[src/rtl/rca_pipe.sv]
// rca_pipe: pipelined ripple-carry adder/subtractor. Each stage ripples one CHUNK-bit slice.
// Valid/ready handshake with full backpressure. Define RCA_PIPE_OVF_EN to add the ovf output.
module rca_pipe #(
    parameter int WIDTH  = 8,
    parameter int STAGES = 2
) (
    input  logic             clk,
    input  logic             rst_n,
    input  logic             in_valid,
    output logic             in_ready,
    input  logic [WIDTH-1:0] a,
    input  logic [WIDTH-1:0] b,
    input  logic             cin,
    input  logic             sub,
    output logic             out_valid,
    input  logic             out_ready,
    output logic [WIDTH-1:0] sum,
    output logic             cout
`ifdef RCA_PIPE_OVF_EN
    ,
    output logic             ovf
`endif
);
    localparam int CHUNK = WIDTH / STAGES;

    if ((WIDTH < 2) || (STAGES < 1) || (STAGES > WIDTH) || ((WIDTH % STAGES) != 0)) begin : g_param_check
        $error("rca_pipe: WIDTH must be >= 2 and a multiple of STAGES, 1 <= STAGES <= WIDTH");
    end

    logic [STAGES-1:0] v_s;
    logic [STAGES-1:0] rdy_s;
    logic              full_s;

    // Stage k may load unless it and every stage after it are occupied and the sink stalls
    always_comb begin
        full_s = 1'b1;
        rdy_s  = {STAGES{1'b0}};
        for (int k = STAGES - 1; k >= 0; k--) begin
            full_s   = full_s & v_s[k];
            rdy_s[k] = out_ready | ~full_s;
        end
    end

    assign in_ready = rdy_s[0];

    for (genvar k = 0; k < STAGES; k++) begin : g_stage
        localparam int IW = WIDTH - k * CHUNK;
        localparam int RW = (k + 1) * CHUNK;

        logic           vin_s;
        logic           cin_s;
        logic [IW-1:0]  ain_s;
        logic [IW-1:0]  bin_s;
        logic [RW-1:0]  rnx_s;
        logic [CHUNK:0] part_s;
        logic           ld_s;
        logic           v_r;
        logic           c_r;
        logic [RW-1:0]  res_r;

        assign part_s = {1'b0, ain_s[CHUNK-1:0]} + {1'b0, bin_s[CHUNK-1:0]} + {{CHUNK{1'b0}}, cin_s};
        assign ld_s   = rdy_s[k] & vin_s;
        assign v_s[k] = v_r;

        if (k == 0) begin : g_src
            assign vin_s = in_valid;
            assign ain_s = a;
            assign bin_s = b ^ {WIDTH{sub}};
            assign cin_s = cin ^ sub;
            assign rnx_s = part_s[CHUNK-1:0];
        end else begin : g_src
            assign vin_s = g_stage[k-1].v_r;
            assign ain_s = g_stage[k-1].g_ops.a_r;
            assign bin_s = g_stage[k-1].g_ops.b_r;
            assign cin_s = g_stage[k-1].c_r;
            assign rnx_s = {part_s[CHUNK-1:0], g_stage[k-1].res_r};
        end

        // Stage valid tracks the upstream valid whenever this slot may load
        always_ff @(posedge clk or negedge rst_n) begin
            if (!rst_n) begin
                v_r <= 1'b0;
            end else if (rdy_s[k]) begin
                v_r <= vin_s;
            end
        end

        // Result bits and chunk carry move only with a real beat, so an idle output holds
        always_ff @(posedge clk or negedge rst_n) begin
            if (!rst_n) begin
                res_r <= {RW{1'b0}};
                c_r   <= 1'b0;
            end else if (ld_s) begin
                res_r <= rnx_s;
                c_r   <= part_s[CHUNK];
            end
        end

        if (k < STAGES - 1) begin : g_ops
            logic [IW-CHUNK-1:0] a_r;
            logic [IW-CHUNK-1:0] b_r;

            // Carry the still-unprocessed operand chunks forward with their beat
            always_ff @(posedge clk or negedge rst_n) begin
                if (!rst_n) begin
                    a_r <= {(IW - CHUNK){1'b0}};
                    b_r <= {(IW - CHUNK){1'b0}};
                end else if (ld_s) begin
                    a_r <= ain_s[IW-1:CHUNK];
                    b_r <= bin_s[IW-1:CHUNK];
                end
            end
        end

`ifdef RCA_PIPE_OVF_EN
        if (k == STAGES - 1) begin : g_ovf
            logic ovf_r;

            // Carry into the MSB is recovered as sum ^ a ^ b at that bit
            always_ff @(posedge clk or negedge rst_n) begin
                if (!rst_n) begin
                    ovf_r <= 1'b0;
                end else if (ld_s) begin
                    ovf_r <= part_s[CHUNK] ^ part_s[CHUNK-1] ^ ain_s[CHUNK-1] ^ bin_s[CHUNK-1];
                end
            end
        end
`endif
    end

    assign out_valid = g_stage[STAGES-1].v_r;
    assign sum       = g_stage[STAGES-1].res_r;
    assign cout      = g_stage[STAGES-1].c_r;
`ifdef RCA_PIPE_OVF_EN
    assign ovf       = g_stage[STAGES-1].g_ovf.ovf_r;
`endif

endmodule

[config.mk]
export PLATFORM = sky130hd
export DESIGN_NAME = rca_pipe
export DESIGN_NICKNAME = d
export VERILOG_FILES = /design/src/rtl/rca_pipe.sv
export SDC_FILE = /design/constraint.sdc
export NUM_CORES = 1
export LEC_CHECK = 0
export BUFFER_PORTS_ARGS = -buffer_cell sky130_fd_sc_hd__buf_2
export CAP_MARGIN = 20
export CORE_MARGIN = 2
export CORE_UTILIZATION = 56
export CTS_BUF_LIST = sky130_fd_sc_hd__clkbuf_16
export CTS_CLUSTER_DIAMETER = 60
export DETAILED_ROUTE_END_ITERATION = 10
export GPL_ROUTABILITY_DRIVEN = 0
export PLACE_DENSITY = 0.83
export RECOVER_POWER = 100
export SLEW_MARGIN = 20
export SYNTH_ARGS = -nofsm -noshare
export SYNTH_HDL_FRONTEND = slang
export SYNTH_SLANG_ARGS = --single-unit
[constraint.sdc]
create_clock -name clk -period 3.1 [get_ports clk]
set_input_delay 0.465 -clock clk [delete_from_list [all_inputs] [get_ports clk]]
set_output_delay 0.465 -clock clk [all_outputs]
set_load 0.01 [all_outputs]
Word level (Yosys, flattened, before mapping)
Cells that the tools add are included.
{"block": "totals", "input_bits": 22, "reg_bits": 24}
{"block": "classes", "add_sub_neg": 4, "bitwise": 9}
{"operator": "adder 4 x 4 -> 5 bit", "count": 2}
{"operator": "adder 5 x 1 -> 5 bit", "count": 2}
{"operator": "bitwise XOR 8 bit", "count": 1}
{"operator": "AND 1 bit", "count": 3}
{"operator": "NOT 1 bit", "count": 2}
{"operator": "OR 1 bit", "count": 2}
{"operator": "bitwise XOR 1 bit", "count": 1}

Depth between registers and ports, before layout
Gate-level depths: netlist (run 1).
{"block": "depth", "word_depth": 4, "ltp_mapped": 7, "depth_no_buf": 6}

Worst setup path before layout (run 1)
OpenSTA, ideal clock, no wires.
{"block": "synth_path", "path_kind": "input to register", "from": "in sub", "to": "reg g_stage[0].res_r[2]", "t_required_ps": 2975, "setup_time_ps": 125, "t_arrival_ps": 2051, "slack_ps": 923, "path_buffers": 1, "path_stages": 6, "path_cell_list": "buf_2 -> xor2_1 -> fa_1 -> fa_1 -> xor2_1 -> mux2_4"}
{"block": "synth_via", "elab_chain_len": 3, "elab_cells_between_ends": 4, "classes_between": "add/sub: 2; bitwise: 2"}
{"item": "start, declared", "line_no": "14", "rtl": "input logic sub,"}
{"item": "bitwise XOR 8 bit", "line_no": "68", "rtl": "assign bin_s = b ^ {WIDTH{sub}};"}
{"item": "adder 4 x 4 -> 5 bit", "line_no": "61", "rtl": "assign part_s = {1'b0, ain_s[CHUNK-1:0]} + {1'b0, bin_s[CHUNK-1:0]} + {{CHUNK{1'b0}}, cin_s};"}
{"item": "adder 5 x 1 -> 5 bit (*)", "line_no": "61"}
{"item": "end signal, assigned", "line_no": "91", "rtl": "res_r <= {RW{1'b0}};"}
{"item": "end signal, assigned", "line_no": "94", "rtl": "res_r <= rnx_s;"}
{"item": "end, declared", "line_no": "59", "rtl": "logic [RW-1:0] res_r;"}
Mark *: on every way between the ends. The rest lies on a longest branch, timed or not.
A chain may end at the register's enable or synchronous reset.

Worst setup path in the final report (run 1)
{"block": "layout_path", "from": "in sub", "to": "reg g_stage[0].c_r"}
{"block": "layout_via", "elab_chain_len": 3, "elab_cells_between_ends": 4, "classes_between": "add/sub: 2; bitwise: 2"}
{"item": "bitwise XOR 8 bit", "line_no": "68"}
{"item": "adder 4 x 4 -> 5 bit", "line_no": "61"}
{"item": "adder 5 x 1 -> 5 bit (*)", "line_no": "61"}
{"item": "end signal, assigned", "line_no": "95", "rtl": "c_r <= part_s[CHUNK];"}
{"item": "end, declared", "line_no": "58", "rtl": "logic c_r;"}
Marks and branches as above.

==> results of run 1 <==
-- placed cells by master, fill, tap and decap left out, types with 2 or more instances in the layout --
cell / netlist / final
fa_1: 4 / 4
ha_1: 6 / 6
buf_2: 1 / 19
clkbuf_1: 0 / 13
o31ai_1: 2 / 2
and3b_1: 2 / 2
dfrtp_1: 24 / 24
mux2_2: 7 / 7
a21oi_1: 6 / 6
inv_1: 4 / 4
clkbuf_16: 0 / 3
nand3_1: 2 / 2
a21boi_0: 2 / 2
mux2_1: 0 / 8
o21ai_0: 6 / 6
xor2_1: 10 / 10
nand2_1: 1 / 3
-- cell type report --
cell class	count	area (um2)	area share
well taps	28	35.0	0.0235
repair buffers	32	144	0.0964
multi-input cells	69	623	0.417
flip-flops and latches	24	601	0.402
inverters	4	15.0	0.0101
clock buffers	3	75.1	0.0503
-- flip-flops by register name (all words and copies together), names as in the netlist --
signal,count
g_stage.g_ops.a_r,4
g_stage.v_r,1
out_valid,1
g_stage.res_r,4
g_stage.g_ops.b_r,4
cout,1
sum,8
g_stage.c_r,1
-- power by group through the flow --
stage               clock network, uW  logic, uW  registers (uW)
finish                            266        313             461
global route                      281        348             472
CTS                               267        358             462
detailed placement                  0        351             467
global placement                    0        334             459
floorplan                           0        208             483
-- routing by layer --
layer	wire (um)	vias up	global-route usage
met4	31	0	0.115
met5	0	-	0
met2	1220	31	0.338
met3	100	2	0.0200
li1	-	414	-
met1	1050	405	0.260
-- stage by stage --
stage | cell area [um2] | utilization | std cells
final | 1490 | 0.675 | 160
after floorplan | 1320 | - | 99
after detailed placement | 1490 | 0.672 | 157
after global placement | 1490 | 0.672 | 157
after CTS | 1560 | 0.706 | 160
after global routing | 1490 | 0.675 | 160
-- worst register-to-register path: stages (launching register included) --
cell and delay [ns]:
dfrtp_1 0.38, nand3b_1 0.23, nand2_1 0.49, mux2_1 0.40
-- kinds of logic (layout without fill, tap and decap cells) --
group,after synthesis,in the layout,synth area share
multiplexers,16,16,0.159
XOR/XNOR,11,11,0.0732
buffers and inverters,6,39,0.0304
adder cells (fa/ha/maj),10,10,0.118
flip-flops,24,24,0.456
AND/OR/NAND/NOR,13,13,0.0770
AO/OA/AOI/OAI,19,19,0.0865
-- worst max path at each step --
stage | startpoint | to | slack, ns | cells past startpoint
floorplan | sub | g_stage[0].res_r[2]$_DFFE_PN0P_ | 0.92 | 6
global placement | sub | g_stage[0].c_r$_DFFE_PN0P_ | 0.87 | 7
detailed placement | sub | g_stage[0].c_r$_DFFE_PN0P_ | 0.77 | 7
CTS | sub | g_stage[0].c_r$_DFFE_PN0P_ | 0.97 | 7
global route | sub | g_stage[0].c_r$_DFFE_PN0P_ | 0.58 | 7
finish | sub | g_stage[0].c_r$_DFFE_PN0P_ | 0.74 | 7
==> flow_summary.yaml, run 1 <==
sta:
  slew_headroom: 0.185
  rsz0062_at_grt: "no"
  hold_viol_final: 0
  fmax_ghz: 0.423
  slew_violations: 0
  worst_slew_pin_slew_ns: 1.22
  fin_setup_tns_ns: 0
  fin_skew_ns: 0.00159
  finalSetupViolations: 0
  post-route-period-util: 0.762
  fin_hold_ws_ns: 0.424
  setup_ws_ns: 0.738
  min_period_ns: 2.36
routing:
  firstDrtPassIters: 5
  vias_per_cell: 5.33
  drc: 0
  routed_wl_um: 2390
  wire_per_inst_um: 15.0
  vias: 852
  initialDrtViolationCount: 20
  final_antenna_net_count: 0
clock_network:
  cts_tree: "done"
  cts_buffer_depth: 2
  htreeDepth: 1
  cts.sinks: 24
  clockRootBuffer: "clkbuf_16"
  cts_resized: 0
  cts-hold-fix-buffers: 0
  cts_setup_buffers: 0
  numCtsBuffers: 3
  clk_latency_ns: 0.25
  clk_pin_slew_ns: 0.06
synthesis:
  synthCells: 99
  synthArstFlopShare: 1.00
  synth_cell_type_count: 29
  ys_seq_area_frac: 0.456
  synth_ff_type: "dfrtp_1"
  yosysTopAreaCell: "dfrtp_1"
  yosysWarnings: 0
  synth_top_cell_area_share: 0.456
  synth_area_mm2: 0.00132
  synth_commonest_cells: "dfrtp_1, xor2_1, mux2_4"
  synthTopCellsByArea: "dfrtp_1, mux2_4, xor2_1"
  syn_area_per_cell_um2: 13.3
  synth_edf_count: 0
  syn_nets: 131
  ys_seq_elements: 24
  post-synth-top-count-cell: "dfrtp_1"
worst_setup_path:
  cp-start-kind: "input port"
  path_delay_family: "adder cells"
  cp_common_cell: "fa_1"
  crit_path_max_fanout: 9
  critPathBufInv: 1
  critPathKind: "input port to register"
  ff2ff_path_depth: 3
  end_kind: "register"
  arrival_ns: 2.47
  max_stage_delay_ns: 0.46
  timing.reg2reg.setup_slack_ns: 1.48
  worstReg2RegStart: "out_valid$_DFFE_PN0N_"
  cp.required_ns: 3.21
  r2r-end: "g_stage[0].res_r[2]$_DFFE_PN0P_"
  crit_path_cell_trace: "clkbuf_1 -> xor2_1 -> fa_1 -> fa_1 -> a21o_1 -> a21oi_1 -> a31oi_1"
  crit_path_top_delay_cell: "fa_1"
power_and_ir_drop:
  power_density_mw_per_mm2: 697
  p_leak_uw: 0.000697
  netSwitchingFraction: 0.303
  clkPwrFrac: 0.256
  p_comb_frac: 0.301
  seq_power_share: 0.443
  p_total_uw: 1040
  worst_ir_drop_vdd_v: 0.000401
  internal_power_uw: 725
  switching_power_uw: 315
die:
  io_pins: 33
  start_util: 0.595
  fp.dieH_um: 52.5
  dieArea_mm2: 0.00275
  coreArea_mm2: 0.00221
  fp.dieW_um: 52.5
  fp-row-count: 17
place:
  dpl.hpwl_um: 1760
  place_ws_ns: 0.772
  portBuffers: 32
final_layout:
  nets: 166
  final_layout_size_suffix_gt1_frac: 0.227
  area_delta_synth_final_pct: 13.4
  n_antenna_cell: 0
  nFillCells: 191
worst_hold_path:
  min_to: "g_stage[0].g_ops.a_r[1]$_DFFE_PN0P_"
  hold_class: "input port to register"
  min_path_cells: 2
  hold_start: "a[5]"
grt:
  antenna_found_initial: 0
  first_global_vias: 894
  grtUsageTotal: 0.204
  grt_max_degree: 25
  grt_overflow: 0
  grt_pass1_wl_um: 3990
flow_run:
  max-cap-violations: 0
run_status:
  outcome: "finished, final reports clean"
Note: power is estimated with default switching activity, not from simulation.
==> run 2, diff against run 1 <==
--- a/config.mk
+++ b/config.mk
@@ -5,15 +5,16 @@
 export SDC_FILE = /design/constraint.sdc
 export NUM_CORES = 1
 export LEC_CHECK = 0
+export ABC_AREA = 1
 export BUFFER_PORTS_ARGS = -buffer_cell sky130_fd_sc_hd__buf_2
 export CAP_MARGIN = 20
 export CORE_MARGIN = 2
-export CORE_UTILIZATION = 56
+export CORE_UTILIZATION = 52
 export CTS_BUF_LIST = sky130_fd_sc_hd__clkbuf_16
 export CTS_CLUSTER_DIAMETER = 60
 export DETAILED_ROUTE_END_ITERATION = 10
 export GPL_ROUTABILITY_DRIVEN = 0
-export PLACE_DENSITY = 0.83
+export PLACE_DENSITY = 0.79
 export RECOVER_POWER = 100
 export SLEW_MARGIN = 20
 export SYNTH_ARGS = -nofsm -noshare
==> constraint.sdc (replaced) <==
create_clock -name clk -period 2.18 [get_ports clk]
set_input_delay 0.327 -clock clk [delete_from_list [all_inputs] [get_ports clk]]
set_output_delay 0.327 -clock clk [all_outputs]
set_load 0.01 [all_outputs]
==> run 2 against run 1 <==
  * Utilization down 4.9 points
  * Sequential share of layout area is 0.43 points lower
  * Sequential cell count stayed put
  * Synthesized cell count increased by 45%
  * Via count is 22% higher
  * Global-route usage down 0.26 points
  * Combinational power rose by 44%
  * Synthesized area decreased by 2.2%
  * First-iteration DRC count fell by 25%
  * Clock power up 48%
  * Clock skew is 0.0040 ns higher
==> flow_summary.yaml, run 2 <==
final_layout:
  layout_common_cells: "nand2_1, dfrtp_1, buf_2"
  largest_reg_flops: 8
  nets: 211
  final_common_cell: "nand2_1"
  final_layout_size_suffix_gt1_frac: 0.129
  area_delta_synth_final_pct: 17.2
  n_antenna_cell: 0
sta:
  fin_setup_tns_ns: 0
  fmax_ghz: 0.578
  fin_hold_ws_ns: 0.266
  min_period_ns: 1.73
  fin_skew_ns: 0.00562
  post-route-period-util: 0.794
  worst_slew_pin_slew_ns: 1.24
  hold_viol_final: 0
  setup_ws_ns: 0.449
  slew_violations: 0
  finalSetupViolations: 0
  rsz0062_at_grt: "no"
  slew_headroom: 0.173
clock_network:
  cts_tree: "done"
  cts_buffer_depth: 2
  cts_resized: 0
  htreeDepth: 1
  clockRootBuffer: "clkbuf_16"
  clk_latency_ns: 0.26
  numCtsBuffers: 3
  cts_setup_buffers: 0
  clk_pin_slew_ns: 0.06
  cts.sinks: 24
  cts-hold-fix-buffers: 0
place:
  dpl.hpwl_um: 1880
  portBuffers: 32
  place_ws_ns: 0.198
run_status:
  outcome: "finished, final reports clean"
synthesis:
  synthCells: 144
  synth_commonest_cells: "nand2_1, dfrtp_1, inv_1"
  yosysWarnings: 0
  ys_seq_area_frac: 0.466
  synth_cell_type_count: 18
  syn_area_per_cell_um2: 8.94
  synthArstFlopShare: 1.00
  synth_ff_type: "dfrtp_1"
  post-synth-top-count-cell: "nand2_1"
  synth_edf_count: 0
  ys_seq_elements: 24
  synth_top_cell_area_share: 0.466
  synth_area_mm2: 0.00129
  yosysTopAreaCell: "dfrtp_1"
  syn_nets: 176
  synthTopCellsByArea: "dfrtp_1, nand2_1, fa_1"
power_and_ir_drop:
  p_leak_uw: 0.000796
  p_total_uw: 1490
  power_density_mw_per_mm2: 986
  worst_ir_drop_vdd_v: 0.000460
worst_setup_path:
  end_kind: "register"
  cp.required_ns: 2.32
  arrival_ns: 1.87
  cp-start-kind: "input port"
  critPathKind: "input port to register"
  crit_path_max_fanout: 3
die:
  start_util: 0.534
  coreArea_mm2: 0.00241
  fp-row-count: 18
  fp.dieW_um: 53.8
  dieArea_mm2: 0.00289
  io_pins: 33
  fp.dieH_um: 53.8
routing:
  final_antenna_net_count: 0
  wire_per_inst_um: 11.9
  vias_per_cell: 4.98
  firstDrtPassIters: 4
  initialDrtViolationCount: 15
  vias: 1036
  routed_wl_um: 2470
  drc: 0
grt:
  grtUsageTotal: 0.201
  antenna_found_initial: 0
  first_global_vias: 1033
  grt_pass1_wl_um: 4180
  grt_overflow: 0
  grt_max_degree: 25
worst_hold_path:
  hold_class: "input port to register"
flow_run:
  max-cap-violations: 0
run 2: cell count changes after synthesis, sizes merged, moves of 4 or more:
cell,change
inv,+8
mux2,-15
nand2,+54
nand3,+7
nor2,+4
o21ai,+4
xnor2,+4
xor2,-4
run 2: worst paths after layout:
kind | startpoint | to | slack (ns) | cells after the start
min in group asynchronous | rst_n | g_stage[0].res_r[0]$_DFFE_PN0P_ | 0.32 | 1
hold / removal | a[7] | g_stage[0].g_ops.a_r[3]$_DFFE_PN0P_ | 0.27 | 3
max in group asynchronous | rst_n | g_stage[0].g_ops.a_r[1]$_DFFE_PN0P_ | 1.13 | 1
setup / recovery | sub | g_stage[0].c_r$_DFFE_PN0P_ | 0.45 | 8
hold reg to reg | g_stage[0].res_r[3]$_DFFE_PN0P_ | sum[3]$_DFFE_PN0P_ | 0.48 | 2
setup reg to reg | g_stage[0].c_r$_DFFE_PN0P_ | sum[5]$_DFFE_PN0P_ | 0.57 | 4
run 2: cell type report:
cell class | instances | area [um2]
multi-input cells | 105 | 596
repair buffers | 33 | 151
flip-flops and latches | 24 | 601
inverters | 12 | 45.0
fillers | 208 | 901
clock inverters | 1 | 3.75
clock buffers | 3 | 75.1
well taps | 30 | 37.5
run 2: power by group:
group | internal (uW) | total, uW | switching, uW
logic | 176 | 450 | 274
clock network | 245 | 394 | 149
registers | 572 | 645 | 73.0
run 2: layer usage:
metal | vias up | global-route usage | routed length (um)
li1 | 518 | - | -
met1 | 484 | 0.222 | 1050
met2 | 30 | 0.366 | 1260
met3 | 4 | 0.0389 | 112
met4 | 0 | 0.0983 | 44
met5 | - | 0 | 0
run 2: metrics by stage:
stage                util  std cells  instance area, um2
floorplan               -        144                1290
global route        0.626        208                1510
finish              0.626        208                1510
detailed placement  0.605        204                1460
CTS                 0.638        208                1540
global placement    0.605        204                1460
run 2: worst max-delay path, cell delays in order:
cell	delay (ns)
clkbuf_1	0.12
xor2_1	0.19
fa_1	0.46
fa_1	0.43
nand2_1	0.09
a21oi_1	0.05
o21ai_0	0.15
nand2_1	0.06
run 2: cells by family (layout without fill, tap and decap cells):
family	Yosys count	count (layout)	synth area share
xor+xnor	11	11	0.0748
flops	24	24	0.466
simple gates	70	70	0.223
fa+ha+maj	10	10	0.121
compound gates	14	14	0.0544
buf+inv	15	49	0.0612
==> run 3, diff against run 2 <==
--- a/config.mk
+++ b/config.mk
@@ -5,7 +5,7 @@
 export SDC_FILE = /design/constraint.sdc
 export NUM_CORES = 1
 export LEC_CHECK = 0
-export ABC_AREA = 1
+export ABC_AREA = 0
 export BUFFER_PORTS_ARGS = -buffer_cell sky130_fd_sc_hd__buf_2
 export CAP_MARGIN = 20
 export CORE_MARGIN = 2
@@ -14,7 +14,7 @@
 export CTS_CLUSTER_DIAMETER = 60
 export DETAILED_ROUTE_END_ITERATION = 10
 export GPL_ROUTABILITY_DRIVEN = 0
-export PLACE_DENSITY = 0.79
+export PLACE_DENSITY = 0.78
 export RECOVER_POWER = 100
 export SLEW_MARGIN = 20
 export SYNTH_ARGS = -nofsm -noshare
==> constraint.sdc (replaced) <==
create_clock -name clk -period 1.7 [get_ports clk]
set_input_delay 0.255 -clock clk [delete_from_list [all_inputs] [get_ports clk]]
set_output_delay 0.255 -clock clk [all_outputs]
set_load 0.01 [all_outputs]
==> run 3 against run 2 <==
  * Clock power is 25% higher
  * Sequential cell count stayed put
  * Critical path depth is 2 lower
  * Largest power group unchanged
  * Hold slack worse by 0.052 ns
  * Highest routed layer unchanged
  * Clock skew is 0.0034 ns lower
  * Power is 29% higher
  * Combinational power is 30% higher
  * Utilization is 0.55 points higher
  * Clock-buffer cell count stayed put
  * Global-route usage is 3.6 points lower
  * Design area is 1.8% higher
  * Via count is 19% lower
==> flow_summary.yaml, run 3 (synthesis gave the netlist of run 1 again) <==
worst_setup_path:
  cp.required_ns: 1.83
  cp-start-kind: "register"
  critPathKind: "register to register"
  crit_path_max_fanout: 2
  arrival_ns: 1.75
  end_kind: "register"
sta:
  fin_skew_ns: 0.00220
  post-route-period-util: 0.951
  min_period_ns: 1.62
  finalSetupViolations: 0
  fin_setup_tns_ns: 0
  setup_ws_ns: 0.0830
  worst_slew_pin_slew_ns: 0.561
  fmax_ghz: 0.618
  slew_headroom: 0.626
  slew_violations: 0
  rsz0062_at_grt: "no"
  hold_viol_final: 0
die:
  fp.dieW_um: 54.3
  io_pins: 33
  dieArea_mm2: 0.00295
  coreArea_mm2: 0.00243
  fp.dieH_um: 54.3
  fp-row-count: 18
  start_util: 0.541
final_layout:
  largest_reg_flops: 8
  layout_common_cells: "dfrtp_1, buf_2, clkbuf_1"
  final_layout_size_suffix_gt1_frac: 0.281
  nets: 168
  utilization: 0.632
  final_common_cell: "dfrtp_1"
  n_antenna_cell: 0
  area_delta_synth_final_pct: 16.7
  fin_area_mm2: 0.00154
clock_network:
  clk_pin_slew_ns: 0.06
  cts_buffer_depth: 2
  cts_tree: "done"
  cts.sinks: 24
  clockRootBuffer: "clkbuf_16"
  numCtsBuffers: 3
  htreeDepth: 1
  clk_latency_ns: 0.25
routing:
  vias_per_cell: 5.10
  wire_per_inst_um: 13.1
  top_layer_used: "met4"
  initialDrtViolationCount: 10
  wl_met3_um: 132
  routed_wl_um: 2150
  final_antenna_net_count: 0
  vias: 841
  dr_wl_met2_um: 993
  drc: 0
  firstDrtPassIters: 4
  met1Wirelength_um: 1010
grt:
  grt_pass1_wl_um: 3470
  grt_overflow: 0
  first_global_vias: 790
  grtUsageTotal: 0.165
  grt_max_degree: 25
  antenna_found_initial: 0
place:
  dpl_cell_area_mm2: 0.00151
  dpl.hpwl_um: 1670
  portBuffers: 32
  place_ws_ns: -0.157
power_and_ir_drop:
  p_total_uw: 1910
  power_density_mw_per_mm2: 1250
  p_leak_uw: 0.000723
  worst_ir_drop_vdd_v: 0.000846
flow_run:
  max-cap-violations: 0
worst_hold_path:
  hold_class: "input port to register"
run_status:
  outcome: "finished, final reports clean"
==> run 3: cell count changes in the layout (fill, tap and decap cells not counted), sizes merged, moves of 2 or more <==
cell,previous run,this run
nand2,57,3
and3b,0,2
a21oi,4,6
o31ai,0,2
o21ai,10,6
inv,12,4
a21boi,0,2
xnor2,5,1
nand3,9,2
mux2,0,15
xor2,6,10
nor2,4,0
==> run 3: final timing paths <==
check / from / to / depth (start not counted) / slack [ns]
min in group asynchronous: rst_n / sum[0]$_DFFE_PN0P_ / 2 / 0.52
max in group asynchronous: rst_n / sum[6]$_DFFE_PN0P_ / 2 / 0.81
worst max register to register: g_stage[0].c_r$_DFFE_PN0P_ / cout$_DFFE_PN0P_ / 6 / 0.08
worst max-delay path: g_stage[0].c_r$_DFFE_PN0P_ / cout$_DFFE_PN0P_ / 6 / 0.08
worst min-delay path: a[6] / g_stage[0].g_ops.a_r[2]$_DFFE_PN0P_ / 2 / 0.21
worst min register to register: g_stage[0].g_ops.a_r[2]$_DFFE_PN0P_ / g_stage[0].g_ops.a_r[2]$_DFFE_PN0P_ / 1 / 0.50
==> run 3: critical path, cell delays in order (launching register included) <==
cell and delay [ns]:
dfrtp_1 0.41, fa_1 0.47, inv_1 0.09, fa_1 0.21, nor2b_1 0.06, o21ai_0 0.17, a21oi_1 0.09
==> run 3: where the power goes <==
| group | switching, uW | total (uW) | internal (uW) |
|---|---|---|---|
| clock network | 180 | 493 | 314 |
| logic | 293 | 583 | 291 |
| registers | 94.2 | 838 | 743 |
| total | 567 | 1910 | 1350 |
==> run 3: area by class of cell <==
type	count	area, um2
fillers	202	896
clock buffers	3	75.1
repair buffers	34	161
well taps	30	37.5
clock inverters	1	3.75
inverters	4	15.0
multi-input cells	69	643
flip-flops and latches	24	601
==> run 3: what timing repair did <==
item                                    CTS  global route
resized for setup                         0             1
endpoints found under the setup margin    0             1
setup buffers                             0             0
hold endpoints to repair                 24             0
hold buffers                              1             0
==> run 3: layer usage <==
layer | GRT usage | vias to the layer above
li1 | - | 420
met1 | 0.232 | 389
met2 | 0.259 | 30
met3 | 0.0246 | 2
met4 | 0.0625 | 0
met5 | 0 | -
==> run 3: metrics by stage <==
stage	cells	hold slack [ns]
6_report	165	0.214
5_1_grt	165	0.216
4_1_cts	165	0.230
3_3_place_gp	160	0.253
2_1_floorplan	99	-0.0406
3_5_place_dp	160	0.255
